<file path="src/rtl/hero_write_arb_pkg.sv">
// Shared types and constants for the hero write arbiter: beat encoding, FSM states and
// default sizing.
package hero_write_arb_pkg;

    localparam int unsigned HERO_WIDTH            = 36;
    localparam int unsigned HERO_WRITE_ARB_NUM_CH = 4;
    localparam int unsigned HERO_WRITE_ARB_CH_W   = $clog2(HERO_WRITE_ARB_NUM_CH);

    typedef enum logic [1:0] {
        IDLE  = 2'd0,
        VALID = 2'd1,
        DONE  = 2'd2,
        RSVD  = 2'd3
    } CYCLE_TYPE_E;

    typedef struct packed {
        CYCLE_TYPE_E           cycle_type;
        logic [HERO_WIDTH-1:0] wdat;
    } hero_beat_t;

    typedef enum logic {
        ARB_IDLE,
        ARB_LOCK
    } ARB_STATE_E;

    // Only VALID and DONE beats are stored; IDLE and the reserved code are dropped.
    function automatic logic legal_beat(input logic [1:0] cycle_type);
        return (cycle_type == 2'(VALID)) || (cycle_type == 2'(DONE));
    endfunction

endpackage

</file>
<file path="src/rtl/hero_beat_fifo.sv">
// Single-clock FIFO holding packed hero beats. Depth must be a power of two so that the
// read and write pointers wrap without any extra logic.
module hero_beat_fifo #(
    parameter int unsigned Width = 38,
    parameter int unsigned Depth = 4
) (
    input  logic                   clk,
    input  logic                   rst,
    input  logic                   push_i,
    input  logic [Width-1:0]       wdata_i,
    input  logic                   pop_i,
    output logic [Width-1:0]       rdata_o,
    output logic                   full_o,
    output logic                   empty_o,
    output logic [$clog2(Depth):0] count_o
);

    localparam int unsigned PtrW = $clog2(Depth);

    logic [Width-1:0] mem_q [Depth];
    logic [PtrW-1:0]  wr_ptr_q, rd_ptr_q;
    logic [PtrW:0]    count_q;
    logic             do_push, do_pop;

    assign full_o  = (count_q == (PtrW + 1)'(Depth));
    assign empty_o = (count_q == '0);
    assign count_o = count_q;
    assign rdata_o = mem_q[rd_ptr_q];

    assign do_push = push_i & ~full_o;
    assign do_pop  = pop_i & ~empty_o;

    always_ff @(posedge clk) begin
        if (rst) begin
            wr_ptr_q <= '0;
            rd_ptr_q <= '0;
            count_q  <= '0;
        end else begin
            if (do_push) wr_ptr_q <= wr_ptr_q + PtrW'(1);
            if (do_pop)  rd_ptr_q <= rd_ptr_q + PtrW'(1);
            unique case ({do_push, do_pop})
                2'b10:   count_q <= count_q + (PtrW + 1)'(1);
                2'b01:   count_q <= count_q - (PtrW + 1)'(1);
                default: count_q <= count_q;
            endcase
        end
    end

    always_ff @(posedge clk) begin
        if (do_push) mem_q[wr_ptr_q] <= wdata_i;
    end

endmodule

</file>
<file path="src/rtl/hero_write_arb.sv">
// N-channel hero write arbiter: per-channel FIFOs merged round-robin onto one registered
// output, with a channel holding the bus from its first VALID beat until its DONE beat.
module hero_write_arb
    import hero_write_arb_pkg::*;
#(
    parameter int unsigned NUM_CH = 4,
    parameter int unsigned WIDTH  = HERO_WIDTH,
    parameter int unsigned DEPTH  = 4
) (
    input  logic                            clk,
    input  logic                            rst,
    input  logic [NUM_CH-1:0]               in_valid,
    output logic [NUM_CH-1:0]               in_ready,
    input  logic [NUM_CH-1:0][1:0]          in_cycle_type,
    input  logic [NUM_CH-1:0][WIDTH-1:0]    in_wdat,
    output logic [1:0]                      out_cycle_type,
    output logic [WIDTH-1:0]                out_wdat,
    output logic [$clog2(NUM_CH)-1:0]       out_ch,
    input  logic                            out_ready,
    output logic [NUM_CH-1:0]               proto_err
);

    localparam int unsigned CH_W  = $clog2(NUM_CH);
    localparam int unsigned CNT_W = $clog2(DEPTH) + 1;

    logic [NUM_CH-1:0]              push, pop, full, empty, legal;
    logic [NUM_CH-1:0][CNT_W-1:0]   count;
    logic [NUM_CH-1:0][WIDTH+1:0]   head;
    logic [NUM_CH-1:0]              proto_err_q;

    ARB_STATE_E        state_q, state_d;
    logic [CH_W-1:0]   lock_ch_q, lock_ch_d;
    logic [CH_W-1:0]   rr_ptr_q, rr_ptr_d;
    CYCLE_TYPE_E       out_ct_q, out_ct_d;
    logic [WIDTH-1:0]  out_wdat_q, out_wdat_d;
    logic [CH_W-1:0]   out_ch_q, out_ch_d;

    logic              advance;
    logic              grant_vld;
    logic [CH_W-1:0]   grant;
    logic [CH_W-1:0]   scan_ch;
    CYCLE_TYPE_E       head_ct;

    for (genvar g = 0; g < NUM_CH; g++) begin : g_ch
        assign legal[g]    = legal_beat(in_cycle_type[g]);
        assign in_ready[g] = ~rst & (count[g] < CNT_W'(DEPTH));
        assign push[g]     = in_valid[g] & in_ready[g] & legal[g] & ~full[g];

        hero_beat_fifo #(
            .Width (WIDTH + 2),
            .Depth (DEPTH)
        ) u_fifo (
            .clk     (clk),
            .rst     (rst),
            .push_i  (push[g]),
            .wdata_i ({in_cycle_type[g], in_wdat[g]}),
            .pop_i   (pop[g]),
            .rdata_o (head[g]),
            .full_o  (full[g]),
            .empty_o (empty[g]),
            .count_o (count[g])
        );
    end

    assign advance = (out_ct_q == IDLE) | out_ready;

    always_comb begin
        state_d    = state_q;
        lock_ch_d  = lock_ch_q;
        rr_ptr_d   = rr_ptr_q;
        out_ct_d   = out_ct_q;
        out_wdat_d = out_wdat_q;
        out_ch_d   = out_ch_q;
        pop        = '0;
        grant_vld  = 1'b0;
        grant      = '0;
        scan_ch    = '0;

        if (state_q == ARB_LOCK) begin
            grant_vld = ~empty[lock_ch_q];
            grant     = lock_ch_q;
        end else begin
            // Scan starts one past the last completed winner, so rr_ptr = NUM_CH-1 favours ch0.
            for (int unsigned i = 1; i <= NUM_CH; i++) begin
                scan_ch = CH_W'((32'(rr_ptr_q) + i) % NUM_CH);
                if (!grant_vld && !empty[scan_ch]) begin
                    grant_vld = 1'b1;
                    grant     = scan_ch;
                end
            end
        end

        head_ct = CYCLE_TYPE_E'(head[grant][WIDTH+1:WIDTH]);

        if (advance) begin
            if (grant_vld) begin
                pop[grant] = 1'b1;
                out_ct_d   = head_ct;
                out_wdat_d = head[grant][WIDTH-1:0];
                out_ch_d   = grant;
                if (head_ct == DONE) begin
                    state_d  = ARB_IDLE;
                    rr_ptr_d = grant;
                end else begin
                    state_d   = ARB_LOCK;
                    lock_ch_d = grant;
                end
            end else begin
                // Bubble: data and channel hold, only the cycle type drops to IDLE.
                out_ct_d = IDLE;
            end
        end
    end

    always_ff @(posedge clk) begin
        if (rst) begin
            state_q     <= ARB_IDLE;
            lock_ch_q   <= '0;
            rr_ptr_q    <= CH_W'(NUM_CH - 1);
            out_ct_q    <= IDLE;
            out_wdat_q  <= '0;
            out_ch_q    <= '0;
            proto_err_q <= '0;
        end else begin
            state_q     <= state_d;
            lock_ch_q   <= lock_ch_d;
            rr_ptr_q    <= rr_ptr_d;
            out_ct_q    <= out_ct_d;
            out_wdat_q  <= out_wdat_d;
            out_ch_q    <= out_ch_d;
            proto_err_q <= in_valid & ~legal;
        end
    end

    assign out_cycle_type = out_ct_q;
    assign out_wdat       = out_wdat_q;
    assign out_ch         = out_ch_q;
    assign proto_err      = proto_err_q;

endmodule

</file>
<file path="config.mk">
export PLATFORM = sky130hd
export DESIGN_NAME = hero_write_arb
export DESIGN_NICKNAME = d
export VERILOG_FILES = /design/src/rtl/hero_write_arb_pkg.sv /design/src/rtl/hero_beat_fifo.sv /design/src/rtl/hero_write_arb.sv
export SDC_FILE = /design/constraint.sdc
export NUM_CORES = 1
export LEC_CHECK = 0
export BUFFER_PORTS_ARGS = -buffer_cell sky130_fd_sc_hd__buf_2
export CAP_MARGIN = 5
export CORE_ASPECT_RATIO = 1.2
export CORE_MARGIN = 4
export CORE_UTILIZATION = 64
export CTS_CLUSTER_SIZE = 40
export DETAILED_ROUTE_END_ITERATION = 8
export PLACE_DENSITY = 0.83
export SETUP_SLACK_MARGIN = 0.1
export SYNTH_ARGS = -nofsm -noshare
export SYNTH_HDL_FRONTEND = slang
export SYNTH_SLANG_ARGS = --single-unit
export TNS_END_PERCENT = 50
</file>
<file path="constraint.sdc">
create_clock -name clk -period 7.35 [get_ports clk]
set_clock_uncertainty 0.05 [all_clocks]
set_input_delay 1.1025 -clock clk [delete_from_list [all_inputs] [get_ports clk]]
set_output_delay 1.1025 -clock clk [all_outputs]
set_load 0.03 [all_outputs]
</file>
==> impl_metrics.csv, run 1 <==
group,metric,value,unit
timing,slew_viol_final,0,
floorplan,die_y,232.8,um
grt,track_usage,27.84,%
synthesis,ys_seq_area_share,74.09,%
clock_network,root_buffer,"clkbuf_16",
route,drtAntennaViolNets,0,
critical_path,worstSetupEndpoint,"g_ch[0].u_fifo.count_o[2]",
synthesis,postSynthCellCount,1429,
critical_path,rrSetupSlack,3140,ps
clock_network,h-tree-depth,2,
floorplan,boundaryPins,207,
placement,io_buffers,206,
finish,final_area,30300,um^2
route,routed_wl,63.28,mm
floorplan,core,41660,um^2
synthesis,synthFlopType,"edfxtp_1",
placement,dpl_cell_area,28460,um^2
timing,hold_violations,0,
route,vias,14638,
synthesis,synthesis.area,26940,um^2
timing,min_period_over_period,57.31,%
route,vias_per_cell,6.532,
timing,rsz0062_at_grt,"no",
clock_network,cts.sinks,693,
clock_network,cts.clk_slew.worst_paths,60,ps
finish,syn2layout_area_growth,12.47,%
synthesis,yosys_warnings,0,
hold_path,whs_path_depth,2,
timing,slew_headroom,22.37,%
synthesis,ys_async_sr_fraction,0,%
grt,grt_pass1_vias,15141,
clock_network,numCtsBuffers,59,
route,drt_pass1_iterations,5,
power_and_ir_drop,power_density,309.9,nW/um^2
placement,dp_slack,3235,ps
grt,grt_pass1_wl,94.31,mm
grt,grt_max_degree,74,
clock_network,postCtsSetupRepairBufs,0,
grt,grt-busiest-layer,"met2",
floorplan,core.rowCount,82,
finish,nNetsFinal,1824,
critical_path,worstSetupEndpointType,"flip-flop",
synthesis,ys_ff_latch,693,
timing,worst_pin_slew,1148,ps
route,wire_per_inst,28.24,um
synthesis,avgSynthCellArea,18.85,um^2
synthesis,yosys.area.top_type_share,67.77,%
synthesis,synthAdderAreaFrac,1.226,%
synthesis,synth_top_family_by_area,"multiplexers",
timing,fin_ws,3138,ps
clock_network,clk_path_buf_depth,3,
route,drt_iter0_markers,1736,
synthesis,synth_mux_area_share,13.12,%
timing,fin_hold_ws,420.4,ps
finish,layout.cells.most_common,"edfxtp_1",
timing,fmax,237.4,MHz
grt,grt-ovfl-total,0,
critical_path,arrival,4670,ps
floorplan,die_x,195.3,um
clock_network,insertion_delay,590,ps
finish,mostFrequentLayoutCells,"edfxtp_1 (608), buf_2 (206), mux4_2 (153), nand2_1 (149), dfxtp_1 (79)",
floorplan,die-area,45460,um^2
synthesis,synth_nets,1612,
synthesis,yosysTopAreaCell,"edfxtp_1",
grt,use_met2,45.46,%
timing,layout_min_cycle_time,4212,ps
power_and_ir_drop,irDropWorstVdd,0.2316,mV
outcome,status,"finished clean",
timing,fin_setup_tns,0,ps
critical_path,rr_endpoint,"g_ch[0].u_fifo.count_o[2]",
critical_path,crit_required,7810,ps
grt,antenna_found_initial,7,
grt,met3_usage,3.867,%
synthesis,synth_compound_area_share,2.963,%
power_and_ir_drop,p_leak,9.992,nW
synthesis,synth_simple_gate_area_share,6.242,%
critical_path,critPathLaunchType,"flip-flop",
floorplan,initial_core_util,64.68,%
flow_run,maxCapViolations,0,
critical_path,critPathKind,"reg -> reg",
critical_path,worstReg2RegStart,"g_ch[0].u_fifo.count_o[2]",
clock_network,postCtsResizedCells,0,
clock_network,cts_tree,"done",
critical_path,cp_max_fo,43,
timing,setup_viol,0,
grt,grt_use_met1,39.31,%
synthesis,synth_edf_count,608,
placement,hpwl,39.08,mm
route,route.detailed.drc,0,
synthesis,synth_xor_area_share,0.6502,%
hold_path,hold_path.class,"reg -> reg",
finish,drive_gt1_share,29.64,%
clock_network,postCtsHoldBufs,0,
synthesis,synth_cell_types,53,
synthesis,synthTopCellsByArea,"edfxtp_1 (68%), mux4_2 (13%), dfxtp_1 (6.3%), nand2_1 (2.1%), nand3_1 (1.4%)",
critical_path,critPathLaunch,"g_ch[0].u_fifo.count_o[2]",
placement,gp_congestion,0.8516,
critical_path,rr_worst_depth,12,
-- critical path: stages (launching register included) --
cell,delay (ps)
dfxtp_1,360
nor3_2,520
nand2_1,150
a32oi_1,480
a21o_2,800
buf_4,570
nor4_4,110
ha_1,270
inv_1,80
fa_1,170
xor2_1,70
or3_1,300
a21oi_1,170
-- where the power goes --
part / internal, mW / total [mW] / switching (mW)
Sequential: 4.41 / 4.53 / 0.117
Clock: 1.60 / 2.94 / 1.34
Combinational: 0.594 / 1.92 / 1.32
-- metrics by stage --
stage          std cells  util, %  power (mW)
2_1_floorplan       1429        -       5.874
3_5_place_dp        2126    68.33       6.462
5_1_grt             2240    72.74       9.691
6_report            2241    72.74       9.391
3_3_place_gp        2126    68.33       6.399
4_1_cts             2236    72.70       9.384
-- sequential cells by signal (all words and copies together), names as in the netlist, named ones only --
| signal | cells |
|---|---|
| out_ch | 2 |
| out_wdat | 36 |
| state_q | 1 |
| out_cycle_type | 2 |
| g_ch.u_fifo.mem_q | 608 |
| g_ch.u_fifo.rd_ptr_q | 8 |
| g_ch.u_fifo.count_o | 12 |
| proto_err | 4 |
| g_ch.u_fifo.wr_ptr_q | 8 |
| lock_ch_q | 2 |
| rr_ptr_q | 2 |
-- final cells by class --
class | count | area (um^2)
fill | 2405 | 11350
timing repair buffer | 225 | 1174
antenna | 5 | 12.51
sequential | 693 | 19970
clock inverter | 32 | 180.2
clock buffer | 78 | 1642
inverter | 26 | 97.59
tap | 546 | 683.2
multi-input combinational | 636 | 6546
-- logic make-up (layout without fill, tap and decap cells) --
logic type	after synthesis	in the layout
XOR/XNOR	20	20
other	0	5
multiplexers	162	162
AO/OA/AOI/OAI	92	92
adder cells (fa/ha/maj)	24	24
flip-flops	693	693
AND/OR/NAND/NOR	338	338
buffers and inverters	100	361
-- metal layers --
metal  routed length (um)  share of wire, %
met1                23020                36
met2                31590                50
met3                 6053               9.6
met4                 2609               4.1
met5                    1            0.0016
-- cell usage after synthesis (all sizes together), types with 9 or more instances --
master  instances
ha             20
nand3          75
clkbuf         36
and2           16
a21oi          21
nand2         149
buf            38
a32o           36
xnor2          12
inv            26
dfxtp          85
mux4          153
or3            12
nor2           44
mux2i           9
nand2b          9
edfxtp        608
-- worst min path at each step --
stage | from | end | slack (ps)
floorplan | g_ch[3].u_fifo.rd_ptr_q[0] | flip-flop | 460
global placement | out_ch[0] | out_ch[0] | 410
detailed placement | out_ch[0] | out_ch[0] | 410
CTS | out_ch[0] | out_ch[0] | 420
global route | out_ch[0] | out_ch[0] | 450
finish | out_ch[0] | out_ch[0] | 420
No activity file was read; power rests on OpenSTA's default activity.
==> run 2: changes to the inputs <==
- CORE_UTILIZATION: 64 -> 54
- PLACE_DENSITY: 0.83 -> 0.75
- clock period: 7.35 -> 3.4 ns (I/O delays scaled with it)
==> run 2 against run 1 <==
Die area is 18% higher. Critical path type unchanged. First-iteration DRC count is 10% lower. Critical endpoint is now g_ch[3].u_fifo.count_o[2]. Register-to-register slack worse by 2900 ps.
==> impl_metrics.csv, run 2 (synthesis results as in run 1) <==
group,metric,value,unit
route,route.detailed.drc,0,
placement,hpwl,40.57,mm
finish,syn2layout_area_growth,16.11,%
floorplan,core.rowCount,89,
critical_path,cpPeakStageDelay,390,ps
placement,gp_congestion,0.9128,
power_and_ir_drop,p_leak,10.40,nW
timing,hold_violations,0,
power_and_ir_drop,pwr-share-seq,45.8,%
placement,dpl_cell_area,28990,um^2
route,drt_pass1_iterations,5,
clock_network,root_buffer,"clkbuf_16",
grt,grt-ovfl-total,0,
critical_path,arrival,3670,ps
clock_network,clk_path_buf_depth,3,
floorplan,initial_core_util,54.74,%
timing,rsz0062_at_grt,"yes",
finish,nNetsFinal,1874,
placement,io_buffers,206,
route,vias,14293,
timing,layout_min_cycle_time,3194,ps
critical_path,cp_slowest_cell,"or3_4",
clock_network,cts.clk_slew.worst_paths,70,ps
clock_network,insertion_delay,600,ps
finish,drive_gt1_share,33.03,%
finish,fill_cells,3427,
outcome,status,"finished clean",
timing,fmax,313.1,MHz
clock_network,numCtsBuffers,67,
timing,fin_ws,205.8,ps
power_and_ir_drop,power_frac_comb,20.1,%
critical_path,crit_required,3870,ps
floorplan,die-area,53540,um^2
route,drtAntennaViolNets,0,
route,vias_per_cell,5.983,
critical_path,cp_max_fo,7,
timing,slew_viol_final,0,
hold_path,hold_path.class,"in -> reg",
timing,fin_hold_ws,78.54,ps
route,routed_wl,61.82,mm
clock_network,cts.sinks,693,
critical_path,worstSetupEndpointType,"flip-flop",
finish,regMostFlops,"g_ch.u_fifo.mem_q",
grt,grt_pass1_wl,91.60,mm
timing,slew_headroom,28.97,%
hold_path,whs_path_depth,1,
finish,largest_register_ffs,608,
timing,worst_pin_slew,1057,ps
grt,grt_max_degree,59,
route,wire_per_inst,25.88,um
critical_path,rr_worst_depth,11,
floorplan,die_y,252.7,um
power_and_ir_drop,p_switching,6.102,mW
grt,antenna_found_initial,16,
clock_network,h-tree-depth,3,
critical_path,critPathKind,"reg -> reg",
timing,fin_setup_tns,0,ps
finish,mostFrequentLayoutCells,"edfxtp_1 (608), buf_2 (206), mux4_2 (153), nand2_1 (149), nand3_1 (75)",
placement,dp_slack,144.4,ps
critical_path,path_cells,"or3_4, a21o_1, a2111oi_4, a221oi_4, nor4_4, ha_2, inv_1, fa_1, xor2_1, or3_1, a21oi_1",
finish,final_area,31280,um^2
power_and_ir_drop,power_density,682.5,nW/um^2
power_and_ir_drop,irDropWorstVdd,0.5041,mV
timing,setup_viol,0,
power_and_ir_drop,swShare,28.58,%
route,drt_iter0_markers,1558,
critical_path,critPathLaunchType,"flip-flop",
finish,final_util,63.55,%
grt,grt_pass1_vias,14526,
finish,layout.cells.most_common,"edfxtp_1",
clock_network,cts_tree,"done",
flow_run,maxCapViolations,0,
grt,track_usage,23.09,%
floorplan,core,49220,um^2
power_and_ir_drop,power_frac_clock,34.1,%
floorplan,boundaryPins,207,
power_and_ir_drop,internal-power,15.25,mW
timing,min_period_over_period,93.95,%
floorplan,die_x,211.9,um
[run 2: changes by cell type in the layout (fill, tap and decap cells not counted), sizes merged]
| cell | previous run | this run |
|---|---|---|
| inv | 27 | 28 |
| diode | 5 | 11 |
| clkinv | 26 | 21 |
| clkbuf | 78 | 85 |
| buf | 225 | 267 |
| bufinv | 1 | 7 |
[run 2: power groups by stage]
stage	combinational (mW)	clock (mW)	sequential [mW]
5_1_grt	4.58	7.74	9.80
4_1_cts	4.25	7.42	9.76
3_3_place_gp	4.16	0	9.92
3_5_place_dp	4.23	0	9.94
2_1_floorplan	2.62	0	10.1
6_report	4.28	7.28	9.78
[run 2: worst max-delay path: cells and delay by family, from the launching register on]
family          cells  cell delay [ps]
simple gates        3             1020
flops               1              360
compound gates      4              870
fa+ha+maj           2              610
buf+inv             1               50
xor+xnor            1              150
[run 2: per-stage QoR]
| step | cells | power (mW) |
|---|---|---|
| floorplan | 1429 | 12.70 |
| global placement | 2252 | 14.09 |
| detailed placement | 2252 | 14.17 |
| CTS | 2371 | 21.42 |
| global route | 2379 | 22.12 |
| finish | 2389 | 21.35 |
[run 2: repair_timing]
item / 4_1_cts / 5_1_grt
buffers inserted: 0 / 7
hold buffers: 0 / 0
resized for setup: 1 / 27
gates cloned: 0 / 0
pin swaps: 0 / 8
endpoints found under the setup margin: 1 / 7
endpoints found under the hold margin: 0 / 0
[run 2: cell type report]
| class | instances | area [um^2] | share of cell area (%) |
|---|---|---|---|
| diodes | 11 | 27.53 | 0.08800 |
| clock buffers | 85 | 1797 | 5.744 |
| clock inverters | 34 | 342.8 | 1.096 |
| inverters | 26 | 97.59 | 0.3120 |
| multi-input cells | 636 | 6599 | 21.10 |
| flip-flops and latches | 693 | 19990 | 63.92 |
| well taps | 637 | 797.0 | 2.548 |
| repair buffers | 267 | 1627 | 5.200 |
[run 2: path summary, 6_finish.rpt]
kind | startpoint | end | slack, ps
worst min-delay path | in_wdat[65] | g_ch[1].u_fifo.mem_q[1][29] | 80
worst min register to register | out_wdat[23] | out_wdat[23] | 420
worst max-delay path | g_ch[0].u_fifo.count_o[2] | g_ch[3].u_fifo.count_o[2] | 210
worst max register to register | g_ch[0].u_fifo.count_o[2] | g_ch[3].u_fifo.count_o[2] | 210
[run 2: routing by layer]
| layer | GRT usage, % | part of all wire (%) |
|---|---|---|
| met5 | 0 | 0.082 |
| met4 | 7.401 | 2.7 |
| met3 | 5.251 | 8.2 |
| met2 | 37.83 | 50 |
| met1 | 31.31 | 39 |
==> run 3: changes to the inputs <==
- CORE_UTILIZATION: 54 -> 64
- PLACE_DENSITY: 0.75 -> 0.84
- clock period: 3.4 -> 4.1 ns (I/O delays scaled with it)
==> run 3 against run 2 <==
Clock power decreased by 23%. Largest power group unchanged. First-iteration DRC count decreased by 1.2%. Via count increased by 1.5%. Largest cell class unchanged.
==> impl_metrics.csv, run 3 (synthesis results as in run 1) <==
group,metric,value,unit
outcome,status,"finished clean",
critical_path,worstSetupEndpointType,"flip-flop",
route,drt_pass1_iterations,5,
floorplan,die_y,232.8,um
grt,grt_pass1_vias,14810,
timing,slew_headroom,30.37,%
timing,hold_violations,0,
placement,hpwl,40.09,mm
placement,dp_cells,2146,
floorplan,initial_core_util,64.68,%
timing,fin_setup_tns,0,ps
critical_path,cpMostUsedCell,"or3_1",
critical_path,crit_required,4590,ps
hold_path,hold_path.class,"in -> reg",
timing,slew_viol_final,0,
placement,io_buffers,206,
clock_network,postCtsSetupRepairBufs,0,
finish,fill_cells,2430,
critical_path,critPathKind,"reg -> reg",
critical_path,path_cells,"nor4_1, o2111ai_1, a311oi_2, or3_1, nor4_4, ha_1, inv_1, fa_1, xor2_1, or3_1, a21oi_1",
clock_network,cts_tree,"done",
timing,setup_viol,0,
clock_network,cts.clk_slew.worst_paths,70,ps
timing,rsz0062_at_grt,"no",
grt,grt-ovfl-total,0,
finish,largest_register_ffs,608,
timing,min_period_over_period,88.80,%
route,drtAntennaViolNets,0,
hold_path,whs_path_depth,1,
clock_network,numCtsBuffers,61,
power_and_ir_drop,power_density,561.1,nW/um^2
clock_network,root_buffer,"clkbuf_16",
timing,worst_pin_slew,1043,ps
route,wire_per_inst,27.71,um
finish,regMostFlops,"g_ch.u_fifo.mem_q",
floorplan,die-area,45460,um^2
route,route.detailed.drc,0,
timing,fmax,274.7,MHz
grt,grt_max_degree,74,
critical_path,cp_slowest_cell,"or3_1",
timing,fin_ws,459.2,ps
route,drt_iter0_markers,1540,
critical_path,cpPeakStageDelay,700,ps
finish,syn2layout_area_growth,13.59,%
floorplan,boundaryPins,207,
power_and_ir_drop,p_leak,10.17,nW
critical_path,cp_max_fo,10,
finish,final_cells,2271,
finish,final_area,30600,um^2
route,routed_wl,62.94,mm
floorplan,core.rowCount,82,
critical_path,arrival,4130,ps
grt,track_usage,27.84,%
finish,nNetsFinal,1846,
finish,drive_gt1_share,30.55,%
clock_network,postCtsHoldBufs,0,
flow_run,maxCapViolations,0,
finish,mostFrequentLayoutCells,"edfxtp_1 (608), buf_2 (206), mux4_2 (153), nand2_1 (149), dfxtp_1 (80)",
clock_network,clk_path_buf_depth,3,
finish,layout.cells.most_common,"edfxtp_1",
timing,layout_min_cycle_time,3641,ps
clock_network,insertion_delay,610,ps
route,vias_per_cell,6.387,
grt,antenna_found_initial,14,
placement,dp_slack,493.7,ps
critical_path,critPathLaunchType,"flip-flop",
power_and_ir_drop,irDropWorstVdd,0.6298,mV
floorplan,core,41660,um^2
finish,final_util,73.47,%
clock_network,cts.sinks,693,
grt,grt_pass1_wl,93.81,mm
route,vias,14504,
placement,dpl_cell_area,28610,um^2
critical_path,rr_worst_depth,11,
clock_network,postCtsResizedCells,0,
floorplan,die_x,195.3,um
clock_network,h-tree-depth,2,
placement,gp_congestion,0.8465,
[run 3: through the flow]
stage,hold WS [ps],power [mW]
detailed placement,396.9,11.65
CTS,141.8,17.20
floorplan,459.4,10.53
global route,152.7,17.76
finish,170.7,17.17
global placement,388.1,11.56
[run 3: where the power goes]
part	total (mW)	leakage [nW]	switching, mW	internal, mW
Sequential	8.11	6.19	0.202	7.91
Combinational	3.45	3.01	2.37	1.08
Clock	5.61	0.965	2.46	3.14
[run 3: routing by layer]
metal / share of wire, % / vias to the layer above / GRT usage [%]
li1: - / 6195 / -
met1: 36 / 7411 / 37.54
met2: 51 / 757 / 45.65
met3: 8.7 / 129 / 5.735
met4: 4.0 / 12 / 11.00
met5: 0.10 / - / 0
[run 3: worst paths after layout]
path / end / slack, ps / from
max: g_ch[0].u_fifo.count_o[2] / 460 / rr_ptr_q[0]
min: g_ch[0].u_fifo.mem_q[3][23] / 170 / in_wdat[23]
max reg2reg: g_ch[0].u_fifo.count_o[2] / 460 / rr_ptr_q[0]
min reg2reg: out_ch[0] / 410 / out_ch[0]
[run 3: final cells by class]
class | count | area (um^2) | area share, %
antenna | 10 | 25.02 | 0.08177
timing repair buffer | 245 | 1324 | 4.326
multi-input combinational | 636 | 6540 | 21.37
clock inverter | 34 | 325.3 | 1.063
inverter | 26 | 97.59 | 0.3189
tap | 546 | 683.2 | 2.232
sequential | 693 | 19970 | 65.24
clock buffer | 81 | 1643 | 5.368
[run 3: worst max-delay path, delay by kind of cell, from the launching register on]
family          cells  cell delay, ps
flops               1             580
simple gates        4            1600
buf+inv             1              60
compound gates      3             510
xor+xnor            1             160
fa+ha+maj           2             620
